### config.mk
export PLATFORM = sky130hd
export DESIGN_NAME = counter_run_ctrl
export DESIGN_NICKNAME = d
export VERILOG_FILES = /design/src/rtl/counter_run_ctrl_pkg.sv /design/src/rtl/sat_counter.sv /design/src/rtl/counter_run_ctrl.sv
export SDC_FILE = /design/constraint.sdc
export NUM_CORES = 1
export LEC_CHECK = 0
export CELL_PAD_IN_SITES_DETAIL_PLACEMENT = 0
export CELL_PAD_IN_SITES_GLOBAL_PLACEMENT = 1
export CORE_MARGIN = 4
export CORE_UTILIZATION = 39
export DETAILED_ROUTE_END_ITERATION = 7
export GPL_TIMING_DRIVEN = 0
export PLACE_DENSITY_LB_ADDON = 0.1
export SLEW_MARGIN = 15
export SYNTH_ARGS = -nofsm -noshare
export SYNTH_HDL_FRONTEND = slang
export SYNTH_SLANG_ARGS = --single-unit
### constraint.sdc
create_clock -name clk -period 2.2 [get_ports clk]
set_input_delay 0.55 -clock clk [delete_from_list [all_inputs] [get_ports clk]]
set_output_delay 0.55 -clock clk [all_outputs]
set_load 0.005 [all_outputs]
### src/rtl/counter_run_ctrl_pkg.sv
// Shared command encodings and sequencer state type for counter_run_ctrl.
package counter_run_ctrl_pkg;

    localparam logic [1:0] OP_CLEAR       = 2'd0;
    localparam logic [1:0] OP_RUN         = 2'd1;
    localparam logic [1:0] OP_WAIT        = 2'd2;
    localparam logic [1:0] OP_RUN_TO_WRAP = 2'd3;

    typedef enum logic [2:0] {
        S_IDLE,
        S_CLEAR,
        S_RUN,
        S_WAIT,
        S_WRAP,
        S_DONE
    } state_t;

endpackage

### src/rtl/sat_counter.sv
// Saturating up-counter with synchronous clear; clear wins over increment.
module sat_counter #(
    parameter int unsigned W = 8
) (
    input  logic         clk,
    input  logic         reset,
    input  logic         clr,
    input  logic         inc,
    output logic [W-1:0] count
);

    always_ff @(posedge clk or posedge reset) begin
        if (reset) begin
            count <= '0;
        end else if (clr) begin
            count <= '0;
        end else if (inc && (count != '1)) begin
            count <= count + 1'b1;
        end
    end

endmodule

### src/rtl/counter_run_ctrl.sv
// Run-control sequencer for the 8-bit counter: queued clear/run/wait/run-to-wrap
// commands drive the counter's enable and clear, and observed wraps are tallied.
module counter_run_ctrl
    import counter_run_ctrl_pkg::*;
#(
    parameter int unsigned LEN_W        = 16,
    parameter int unsigned WRAP_W       = 8,
    parameter int unsigned CLEAR_CYCLES = 2
) (
    input  logic              clk,
    input  logic              reset,
    input  logic              cmd_valid,
    output logic              cmd_ready,
    input  logic [1:0]        cmd_op,
    input  logic [LEN_W-1:0]  cmd_len,
    input  logic              abort,
    input  logic              cnt_overflow,
    output logic              cnt_enable,
    output logic              cnt_clear,
    output logic              busy,
    output logic              done,
    output logic              done_timeout,
    output logic              done_aborted,
    output logic [WRAP_W-1:0] wrap_count
);

    localparam logic [LEN_W-1:0] CLEAR_LEN = LEN_W'(CLEAR_CYCLES);
    localparam logic [LEN_W-1:0] LAST      = LEN_W'(1);

    state_t           state;
    logic [LEN_W-1:0] rem;
    logic             accept;
    logic             wrap_hit;
    logic             wrap_clr;

    assign cmd_ready = (state == S_IDLE);
    assign busy      = (state != S_IDLE);
    assign accept    = cmd_valid && cmd_ready;
    assign wrap_hit  = cnt_overflow && cnt_enable;
    assign wrap_clr  = accept && (cmd_op == OP_CLEAR);

    sat_counter #(
        .W(WRAP_W)
    ) u_wrap_cnt (
        .clk  (clk),
        .reset(reset),
        .clr  (wrap_clr),
        .inc  (wrap_hit),
        .count(wrap_count)
    );

    always_ff @(posedge clk or posedge reset) begin
        if (reset) begin
            state        <= S_IDLE;
            rem          <= '0;
            cnt_enable   <= 1'b0;
            cnt_clear    <= 1'b0;
            done         <= 1'b0;
            done_timeout <= 1'b0;
            done_aborted <= 1'b0;
        end else begin
            done         <= 1'b0;
            done_timeout <= 1'b0;
            done_aborted <= 1'b0;
            case (state)
                S_IDLE: begin
                    if (accept) begin
                        if (cmd_op == OP_CLEAR) begin
                            state     <= S_CLEAR;
                            rem       <= CLEAR_LEN;
                            cnt_clear <= 1'b1;
                        end else if (cmd_len == '0) begin
                            state        <= S_DONE;
                            done         <= 1'b1;
                            done_timeout <= (cmd_op == OP_RUN_TO_WRAP);
                        end else begin
                            rem        <= cmd_len;
                            cnt_enable <= (cmd_op != OP_WAIT);
                            case (cmd_op)
                                OP_RUN:  state <= S_RUN;
                                OP_WAIT: state <= S_WAIT;
                                default: state <= S_WRAP;
                            endcase
                        end
                    end
                end
                S_CLEAR, S_RUN, S_WAIT, S_WRAP: begin
                    rem <= rem - 1'b1;
                    // Abort outranks a same-cycle wrap, and a wrap outranks expiry.
                    if (abort) begin
                        state        <= S_DONE;
                        cnt_enable   <= 1'b0;
                        cnt_clear    <= 1'b0;
                        done         <= 1'b1;
                        done_aborted <= 1'b1;
                    end else if ((state == S_WRAP) && wrap_hit) begin
                        state      <= S_DONE;
                        cnt_enable <= 1'b0;
                        done       <= 1'b1;
                    end else if (rem == LAST) begin
                        state        <= S_DONE;
                        cnt_enable   <= 1'b0;
                        cnt_clear    <= 1'b0;
                        done         <= 1'b1;
                        done_timeout <= (state == S_WRAP);
                    end
                end
                S_DONE:  state <= S_IDLE;
                default: state <= S_IDLE;
            endcase
        end
    end

endmodule

# Word level (Yosys, flattened, before mapping)
# Index checks and enable logic that the tools add are counted.
# word_totals
n_memories	0
latch_bits	0
reg_bits	32
in_bits	23
rom_bits	0
output_inout_bits	15
elab_cells	86
ram_bits	0
# classes
n_addsub	2
bitwise	0
magnitude_cmp	0
reduce_logical	16
muxes	42
shift	0
div_mod_pow	0
n_eq_ne	18
mul	0
# ops
cell	count
two-way mux 16 bit	3
case mux 16 bit (2 select lines)	1
two-way mux 1 bit	24
two-way mux 3 bit	6
equality test 16 x 1 -> 1 bit (second input constant)	1
zero test 16 bit	1
two-way mux 8 bit	2
subtractor 16 x 1 -> 16 bit (second input constant)	1
case mux 3 bit (2 select lines)	2
AND reduction 5 bit	2
!= test 3 bit (second input constant)	3
adder 8 x 1 -> 8 bit (second input constant)	1
!= test 8 bit (second input constant)	1
case mux 1 bit (2 select lines)	4
equality test 3 x 2 -> 1 bit (second input constant)	2
!= test 2 bit (second input constant)	3
logical AND 1 bit	5
equality test 2 bit (second input constant)	2
!= test 2 x 1 -> 1 bit (second input constant)	2
!= test 4 bit (second input constant)	1
nonzero test 2 bit	2
OR reduction 4 bit	1
equality test 3 x 1 -> 1 bit (second input constant)	1
equality test 3 bit (second input constant)	1
6 further kinds	6

# Longest topological paths before layout
# Gate-level depths: netlist of the first run.
# depth
word_depth	6
ltp_mapped	9
mapped_depth_nobuf	7

# By module
# From an unflattened synthesis of the first run, not the netlist that was laid out.
# unflattened
cells_unflattened	245
hier_area_um2	2128.3
# modules_own_cells
module	cells_each	area_each_um2	seq_area_each_um2	instances
counter_run_ctrl	196	1624.1	600.6	1
sat_counter	49	504.2	200.2	1

# Least setup slack after synthesis of the first run
# No wires, ideal clock.
# synth_timing
kind	input to register
startpoint	input port cmd_op[0]
endpoint	register rem[0]
n_path_buf	0
t_required_ns	2.055
path_stages	6
path_slack_ns	0.308
t_arrival_ns	1.747
setup_ns	0.145
path_cell_list	inv_1 -> ha_1 -> nor4_2 -> a21oi_1 -> a311oi_1 -> a31oi_1
# synth_via
elab_chain_len	4
word_cells_on_any_way	6
classes_between	1 x eq/ne; 3 x mux; 2 x reduce/logical
# synth_lines
item	line	rtl
start, declared	counter_run_ctrl.sv:14	input logic [1:0] cmd_op,
zero test 2 bit (*)	counter_run_ctrl.sv:68	if (cmd_op == OP_CLEAR) begin
two-way mux 16 bit	counter_run_ctrl.sv:68	
two-way mux 16 bit	counter_run_ctrl.sv:67	if (accept) begin
case mux 16 bit (2 select lines)	counter_run_ctrl.sv:65	case (state)
end signal, assigned	counter_run_ctrl.sv:77	rem <= cmd_len;
end signal, assigned	counter_run_ctrl.sv:88	rem <= rem - 1'b1;
end, declared	counter_run_ctrl.sv:31	logic [LEN_W-1:0] rem;
# Every way passes the cells marked *; elsewhere a longest branch is shown, timed or not. The select of a mux whose other input is x is not followed.
# A chain may end at the register's enable or synchronous reset.

# Final worst setup path of the first run
# layout_timing
startpoint	input port cmd_len[0]
endpoint	register rem[14]
# layout_via
elab_chain_len	3
# layout_lines
item	line	rtl
start, declared	counter_run_ctrl.sv:15	input logic [LEN_W-1:0] cmd_len,
zero test 16 bit	counter_run_ctrl.sv:72	end else if (cmd_len == '0) begin
!= test 3 bit (no line)	n/a	
AND reduction 3 bit (no line)	n/a	
# No other way between the ends.

==> summary.txt, run 1 <==
Timing
  • Least-Margin Pin Slew: 0.689 ns
  • Final setup violation count: 0
  • Max_slew headroom: 54.0%
  • Final Max Tran Viols: 0
  • RSZ-0062 raised after global routing: no
  • Final Worst Setup Slack: 0.0710 ns
  • Fmax: 470 MHz
  • Fin crit period: 2.13 ns
  • Ratio of final minimum period to clock period: 96.8%
  • Clock skew: 0.00901 ns
  • Final hold viol count: 0
  • Final setup TNS: 0 ns

Die
  • Initial Utilization: 41.6%
  • Die X: 79.9 microns
  • Num ports: 38
  • Core area: 4850 sq um
  • Die ar.: 6380 sq um
  • Row count: 25
  • Die H: 79.9 microns

Critical path
  • Crit-path cells: clkdlybuf4s50_1 > nor4_4 > and4_1 > a21o_1 > a21oi_1 > a211o_1
  • Crit path launch: cmd_len[0]
  • Worst reg-to-reg setup slack: 0.18 ns
  • R2r worst-path depth: 8
  • Worst Path Required: 2.36 ns
  • Worst Path Max Fanout: 5
  • CP max stage delay: 0.50 ns
  • Reg2Reg Capture Point: rem[9]
  • Kind of critical path: in2reg
  • Critical path arrival: 2.29 ns
  • Slowest CP cell: clkdlybuf4s50_1
  • Worst setup path endpoint: rem[14]
  • Crit path launch type: primary input
  • CP Capture Type: register
  • Launch point of the worst reg-to-reg path: state[2]

Clock tree
  • CTS sink cnt: 32
  • Longest Clk Path Bufs: 2
  • Number of buffers created by CTS: 5
  • Clock transition at the registers of the reported paths: 0.07 ns
  • Clock latency on the worst-skew pair: 0.28 ns
  • Htree depth: 2
  • CTS Root Cell: clkbuf_8
  • Hold_buf cts: 0
  • CTS tree: built

Placed design
  • # port buffers: 37
  • Worst slack, placed: -0.603 ns
  • Final HPWL DP: 4.05 mm
  • Placed Cells: 340
  • Routability cong.: 0.866

Synth
  • Post-synthesis sequential area ratio: 39.7%
  • Post-synth EDFFs: 0
  • Cell Area, Synth: 2020 sq um
  • Syn_nets: 265
  • Synth Area per Inst: 8.54 sq um
  • Area share of the largest cell type after synthesis: 39.7%
  • Synth area leaders: dfrtp_1, o21ai_0, nor2_1, ha_1, a21oi_1
  • Yosys reg bits: 32
  • Synth warn: 0
  • Synth unique cells: 46
  • Area leader, netlist: dfrtp_1
  • Top_reg_cell synth: dfrtp_1
  • Post-Synthesis Cells: 236
  • Post-synthesis async set-or-reset flop share: 100%

Routing
  • Iter 0 DRT Violations: 140
  • DR WL/cell: 16.0 microns
  • Total Wirelength: 5.57 mm
  • Initial DRT Pass Iterations: 4
  • ANT nets after route: 0
  • # DRC: 0
  • Post-DR vias/cell: 5.75
  • Via count: 2007

GRT
  • Vias in the first global route: 1887
  • Pin count of the biggest net entering global routing: 33
  • First-pass GRT wire length: 9.18 mm
  • Initial antenna violation count: 0
  • Global route total overflow: 0
  • GR Util All Layers: 18.5%

Finish
  • # diodes: 0
  • Area grow syn2layout: 33.2%
  • Final layout net count: 310
  • Fill cells: 452
  • Share of cells above drive strength 1: 11.3%
  • Finished Layout Cells: 349

Status
  • Status: finished, final reports clean

Power and ir drop
  • Static leakage: 1.09 nW
  • Power Dens Cells: 1370 nW/um^2
  • Worst VDD drop: 0.689 mV

Worst hold path
  • HP Class: reg2reg

Job
  • Max Cap Violations: 0
## state kept, by name (all words and copies together), names as in the netlist
name,count
cnt_clear,1
cnt_enable,1
done_aborted,1
state,3
done,1
rem,16
done_timeout,1
u_wrap_cnt.count,8
## worst min path at each step
stage / cells past startpoint / end / start
2_1_floorplan: 1 / rem[9] / rem[9]
3_3_place_gp: 1 / cnt_clear / cnt_clear
3_5_place_dp: 1 / cnt_clear / cnt_clear
4_1_cts: 1 / cnt_clear / cnt_clear
5_1_grt: 1 / cnt_clear / cnt_clear
6_report: 1 / cnt_clear / cnt_clear
## worst max-delay path: cells and delay by family
kind	cells	cell delay, ns
AOI/OAI and AO/OA	3	0.60
buffers and inverters	1	0.50
and+or+nand+nor	2	0.64
## stage by stage
stage	hold WS, ns	power [mW]	cell area [sq um]	util [%]
2_1_floorplan	0.470	2.33	2020	-
3_3_place_gp	0.491	2.95	2470	50.9
3_5_place_dp	0.492	2.94	2470	50.9
4_1_cts	0.508	3.66	2650	54.7
5_1_grt	0.530	4.00	2690	55.4
6_report	0.500	3.69	2690	55.4
## cells in the mapped netlist, types with 2 or more instances
cell type,number
dfrtp_1,32
o21ai_0,30
nor2_1,27
nand2_1,17
a21oi_1,13
nand3_1,11
nor4_1,9
inv_1,8
a31oi_1,7
and3_1,7
ha_1,6
and4_1,4
buf_2,4
buf_6,4
nand4_1,4
nor3_1,4
a32oi_1,3
o21a_1,3
o21ai_1,3
o2bb2ai_1,3
xor2_1,3
a211o_1,2
a211oi_1,2
a22oi_1,2
a41oi_1,2
and2_1,2
clkbuf_1,2
nand2b_1,2
nand3b_1,2
or3_1,2
## timing repair
| action | CTS | global route |
|---|---|---|
| resized for setup | 12 | 7 |
| buffers inserted | 2 | 0 |
| endpoints found under the setup margin | 20 | 21 |
| pin swaps | 2 | 2 |
## cell type report
class | instances | area (sq um) | area share, %
tap | 67 | 83.8 | 3.12
clock buffer | 7 | 96.3 | 3.59
clock inverter | 1 | 30.0 | 1.12
inverter | 8 | 30.0 | 1.12
buffer | 9 | 81.3 | 3.03
sequential | 32 | 801 | 29.8
timing repair buffer | 39 | 379 | 14.1
multi-input combinational | 186 | 1180 | 44.1
## power breakdown
group / leakage (nW) / switching (mW) / internal [mW] / total [mW]
Sequential: 0.410 / 0.238 / 0.823 / 1.06
Clock: 0.0645 / 0.225 / 0.400 / 0.625
Combinational: 0.620 / 1.12 / 0.886 / 2.00
## cells by family after synthesis
family / Yosys count / synth area share (%)
mux: 1 / 0.497
buf+inv: 18 / 5.09
compound gates: 79 / 24.5
simple gates: 96 / 24.8
fa+ha+maj: 6 / 3.72
flops: 32 / 39.7
xor+xnor: 4 / 1.74
## layer usage
| layer | up-vias | track usage (%) | wire [microns] |
|---|---|---|---|
| met5 | - | 0 | 0 |
| met1 | 962 | 25.5 | 2600 |
| met2 | 66 | 28.3 | 2480 |
| li1 | 973 | - | - |
| met3 | 6 | 4.97 | 432 |
| met4 | 0 | 5.24 | 54 |
## layout by cell type (no fill, tap or decap), types with 2 or more instances in the layout
cell type        count
a211o_1              2
a211oi_1             2
a21oi_1             12
a22oi_1              2
a31oi_1              7
a32oi_1              3
a41oi_1              2
and2_1               2
and3_1               7
and4_1               4
buf_2                2
buf_4                2
buf_6                6
clkbuf_8             7
clkdlybuf4s50_1     35
dfrtp_1             32
ha_1                 5
inv_1                7
nand2_1             17
nand2b_1             2
nand3_1             11
nand3b_1             2
nand4_1              4
nor2_1              27
nor3_1               4
nor4_1               3
nor4_2               5
nor4_4               2
o21a_1               3
o21ai_0             30
o21ai_1              3
o2bb2ai_1            3
or3_1                2
xor2_1               3
(Power assumes the default switching activity.)
==> inputs of run 2 (changes only) <==
--- a/config.mk
+++ b/config.mk
@@ -7,12 +7,12 @@
 export LEC_CHECK = 0
 export CELL_PAD_IN_SITES_DETAIL_PLACEMENT = 0
 export CELL_PAD_IN_SITES_GLOBAL_PLACEMENT = 1
+export CORE_ASPECT_RATIO = 1.4
 export CORE_MARGIN = 4
 export CORE_UTILIZATION = 39
 export DETAILED_ROUTE_END_ITERATION = 7
 export GPL_TIMING_DRIVEN = 0
-export PLACE_DENSITY_LB_ADDON = 0.1
-export SLEW_MARGIN = 15
+export PLACE_DENSITY = 0.79
 export SYNTH_ARGS = -nofsm -noshare
 export SYNTH_HDL_FRONTEND = slang
 export SYNTH_SLANG_ARGS = --single-unit
==> run 2 against run 1 <==
Effect of this change:
- combinational power is 5% higher
- global-route usage is 1.4 points higher
- highest routed layer unchanged
- worst setup slack better by 0.013 ns
- worst hold slack worse by 0.0091 ns
- clock power is 9.9% lower
- sequential cell count stayed put
- cell count is 0.29% higher
- design area is 0.42% higher
- wire length is 7.1% higher
- sequential share of layout area is 0.12 points lower
- register-to-register slack better by 0.03 ns
- first-iteration DRC count is 2.9% higher
==> summary.txt, run 2 (synthesis results as in run 1) <==
Critical path
  • Worst Path Required: 1.65 ns (-0.71 ns)
  • Worst reg-to-reg setup slack: 0.21 ns (+0.03 ns)
  • CP top delay family: buffers and inverters
  • Worst Path Max Fanout: 9 (+4)
  • Crit path launch: state[2]
  • Crit path buffers/inverters: 3 (+2)
  • CP Capture Type: output pin
  • CP max stage delay: 0.38 ns (-0.12 ns)
  • Slowest CP cell: or3_1
  • Crit-path cells: buf_6 > or3_1 > buf_6 > dlygate4sd2_1
  • Worst setup path endpoint: busy
  • Critical path arrival: 1.57 ns (-0.72 ns)
  • Launch point of the worst reg-to-reg path: state[2]
  • WP depth: 4 (-2)
  • R2r worst-path depth: 8 (unchanged)
  • Kind of critical path: reg2out
  • Crit path launch type: register
  • Most used cell, CP: buf_6
  • Reg2Reg Capture Point: rem[9]

Finish
  • Final layout net count: 314 (+1.3%)
  • Fill cells: 504 (+12%)
  • # diodes: 0 (unchanged)
  • Area grow syn2layout: 33.8%
  • Design area: 2700 sq um (+0.42%)
  • Share of cells above drive strength 1: 11.5% (+0.19 points)
  • Largest registers: rem (16), u_wrap_cnt.count (8), state (3)
  • Leading cell type in the layout, fill and taps excluded: clkdlybuf4s50_1
  • Biggest register: rem
  • Most frequent cells in the layout: clkdlybuf4s50_1, dfrtp_1, o21ai_0
  • Max reg flops: 16 (unchanged)
  • Finished Layout Cells: 350 (+0.29%)

Timing
  • Fin crit period: 2.12 ns (-0.0129 ns)
  • Fmax: 473 MHz (+0.61%)
  • Final Worst Setup Slack: 0.0839 ns (+0.0129 ns)
  • Final hold viol count: 0 (unchanged)
  • Ratio of final minimum period to clock period: 96.2% (-0.59 points)
  • Clock skew: 0.00579 ns (-0.00322 ns)
  • Least-Margin Pin Slew: 0.660 ns (-0.0289 ns)
  • Final Max Tran Viols: 0 (unchanged)
  • Max_slew headroom: 55.7% (+1.7 points)
  • RSZ-0062 raised after global routing: no
  • Final setup violation count: 0 (unchanged)

Placed design
  • DP Area: 2470 sq um (-0.15%)
  • Final HPWL DP: 4.25 mm (+4.9%)
  • Routability cong.: 0.874 (+0.97%)
  • Worst slack, placed: -0.643 ns (-0.0400 ns)
  • Placed Cells: 337 (-0.88%)
  • # port buffers: 37 (unchanged)

Clock tree
  • Number of buffers created by CTS: 5 (unchanged)
  • Htree depth: 2 (unchanged)
  • Clock transition at the registers of the reported paths: 0.07 ns (about the same)
  • Clock latency on the worst-skew pair: 0.28 ns (about the same)
  • CTS tree: built
  • CTS Root Cell: clkbuf_8
  • CTS sink cnt: 32 (unchanged)
  • Longest Clk Path Bufs: 2 (unchanged)

Routing
  • Iter 0 DRT Violations: 144 (+2.9%)
  • ANT nets after route: 0 (unchanged)
  • DR WL/cell: 17.0 microns (+6.8%)
  • Via count: 2034 (+1.3%)
  • Initial DRT Pass Iterations: 4 (unchanged)
  • Total Wirelength: 5.96 mm (+7.1%)
  • Post-DR vias/cell: 5.81 (+1.1%)
  • # DRC: 0 (unchanged)

GRT
  • Global route total overflow: 0 (unchanged)
  • Initial antenna violation count: 0 (unchanged)
  • First-pass GRT wire length: 9.59 mm (+4.4%)
  • Pin count of the biggest net entering global routing: 33 (unchanged)
  • Vias in the first global route: 1982 (+5.0%)
  • GR Util All Layers: 19.9% (+1.4 points)

Power and ir drop
  • Static leakage: 1.10 nW (+0.65%)
  • Power Dens Cells: 1380 nW/um^2 (+0.64%)
  • Worst VDD drop: 0.593 mV (-14%)

Job
  • Max Cap Violations: 0 (unchanged)

Die
  • Die X: 68.8 microns (-14%)
  • Die ar.: 6400 sq um (+0.26%)
  • Core area: 4920 sq um (+1.4%)
  • Die H: 93.1 microns (+16%)
  • Row count: 30 (+20%)
  • Num ports: 38 (unchanged)
  • Initial Utilization: 41.0% (-0.58 points)

Status
  • Status: finished, final reports clean

Worst hold path
  • HP Class: reg2reg
-- run 2: cell count changes in the layout (fill, tap and decap cells not counted), sizes merged --
cell / previous run / this run
buf: 10 / 13
clkbuf: 9 / 7
clkdlybuf4s15: 0 / 1
clkinv: 0 / 2
clkinvlp: 0 / 1
inv: 8 / 7
-- run 2: where the power goes --
part | internal (mW) | switching [mW] | total (mW)
Clock | 0.335 | 0.228 | 0.563
Combinational | 0.936 | 1.16 | 2.10
Sequential | 0.823 | 0.242 | 1.07
-- run 2: routing by layer --
layer	vias up	part of all wire, %	GRT usage (%)
li1	983	-	-
met3	18	5.9	3.13
met4	0	3.7	9.43
met5	-	0	0
met2	68	51	34.9
met1	965	39	22.7
-- run 2: per-stage QoR --
| step | setup TNS, ns | power (mW) | utilization [%] | hold WS (ns) |
|---|---|---|---|---|
| after floorplan | 0 | 2.33 | - | 0.470 |
| after global placement | -10.11 | 2.97 | 50.2 | 0.477 |
| final | 0 | 3.73 | 54.8 | 0.491 |
| after detailed placement | -10.72 | 2.98 | 50.2 | 0.481 |
| after global routing | 0 | 4.01 | 54.8 | 0.537 |
| after CTS | 0 | 3.68 | 53.7 | 0.498 |
-- run 2: worst min-delay path by stage --
stage / slack [ns] / depth (start not counted) / end / from
5_1_grt: 0.54 / 1 / cnt_clear / cnt_clear
3_5_place_dp: 0.48 / 1 / cnt_clear / cnt_clear
4_1_cts: 0.50 / 1 / cnt_clear / cnt_clear
6_report: 0.49 / 1 / cnt_clear / cnt_clear
2_1_floorplan: 0.47 / 1 / rem[9] / rem[9]
3_3_place_gp: 0.48 / 1 / cnt_clear / cnt_clear
-- run 2: what timing repair did --
action | 4_1_cts | 5_1_grt
resized for setup | 12 | 8
buffers inserted | 2 | 0
endpoints found under the setup margin | 20 | 22
hold endpoints to repair | 0 | 0
cloned | 2 | 0
pin swaps | 2 | 2
hold buffers | 0 | 0
-- run 2: layout make-up --
type                       count  area [sq um]  area share, %
multi-input combinational    186          1160           43.2
sequential                    32           801           29.7
timing repair buffer          42           424           15.7
buffer                        10          86.3           3.20
tap                           64          80.1           2.97
clock buffer                   5          68.8           2.55
clock inverter                 3          42.5           1.58
inverter                       8          30.0           1.11
==> inputs of run 3 (changes only) <==
--- a/config.mk
+++ b/config.mk
@@ -5,6 +5,7 @@
 export SDC_FILE = /design/constraint.sdc
 export NUM_CORES = 1
 export LEC_CHECK = 0
+export CAP_MARGIN = 0
 export CELL_PAD_IN_SITES_DETAIL_PLACEMENT = 0
 export CELL_PAD_IN_SITES_GLOBAL_PLACEMENT = 1
 export CORE_ASPECT_RATIO = 1.4
==> results of run 3 <==
Same layout as run 2: the final DEF is identical, and so are final timing and power.
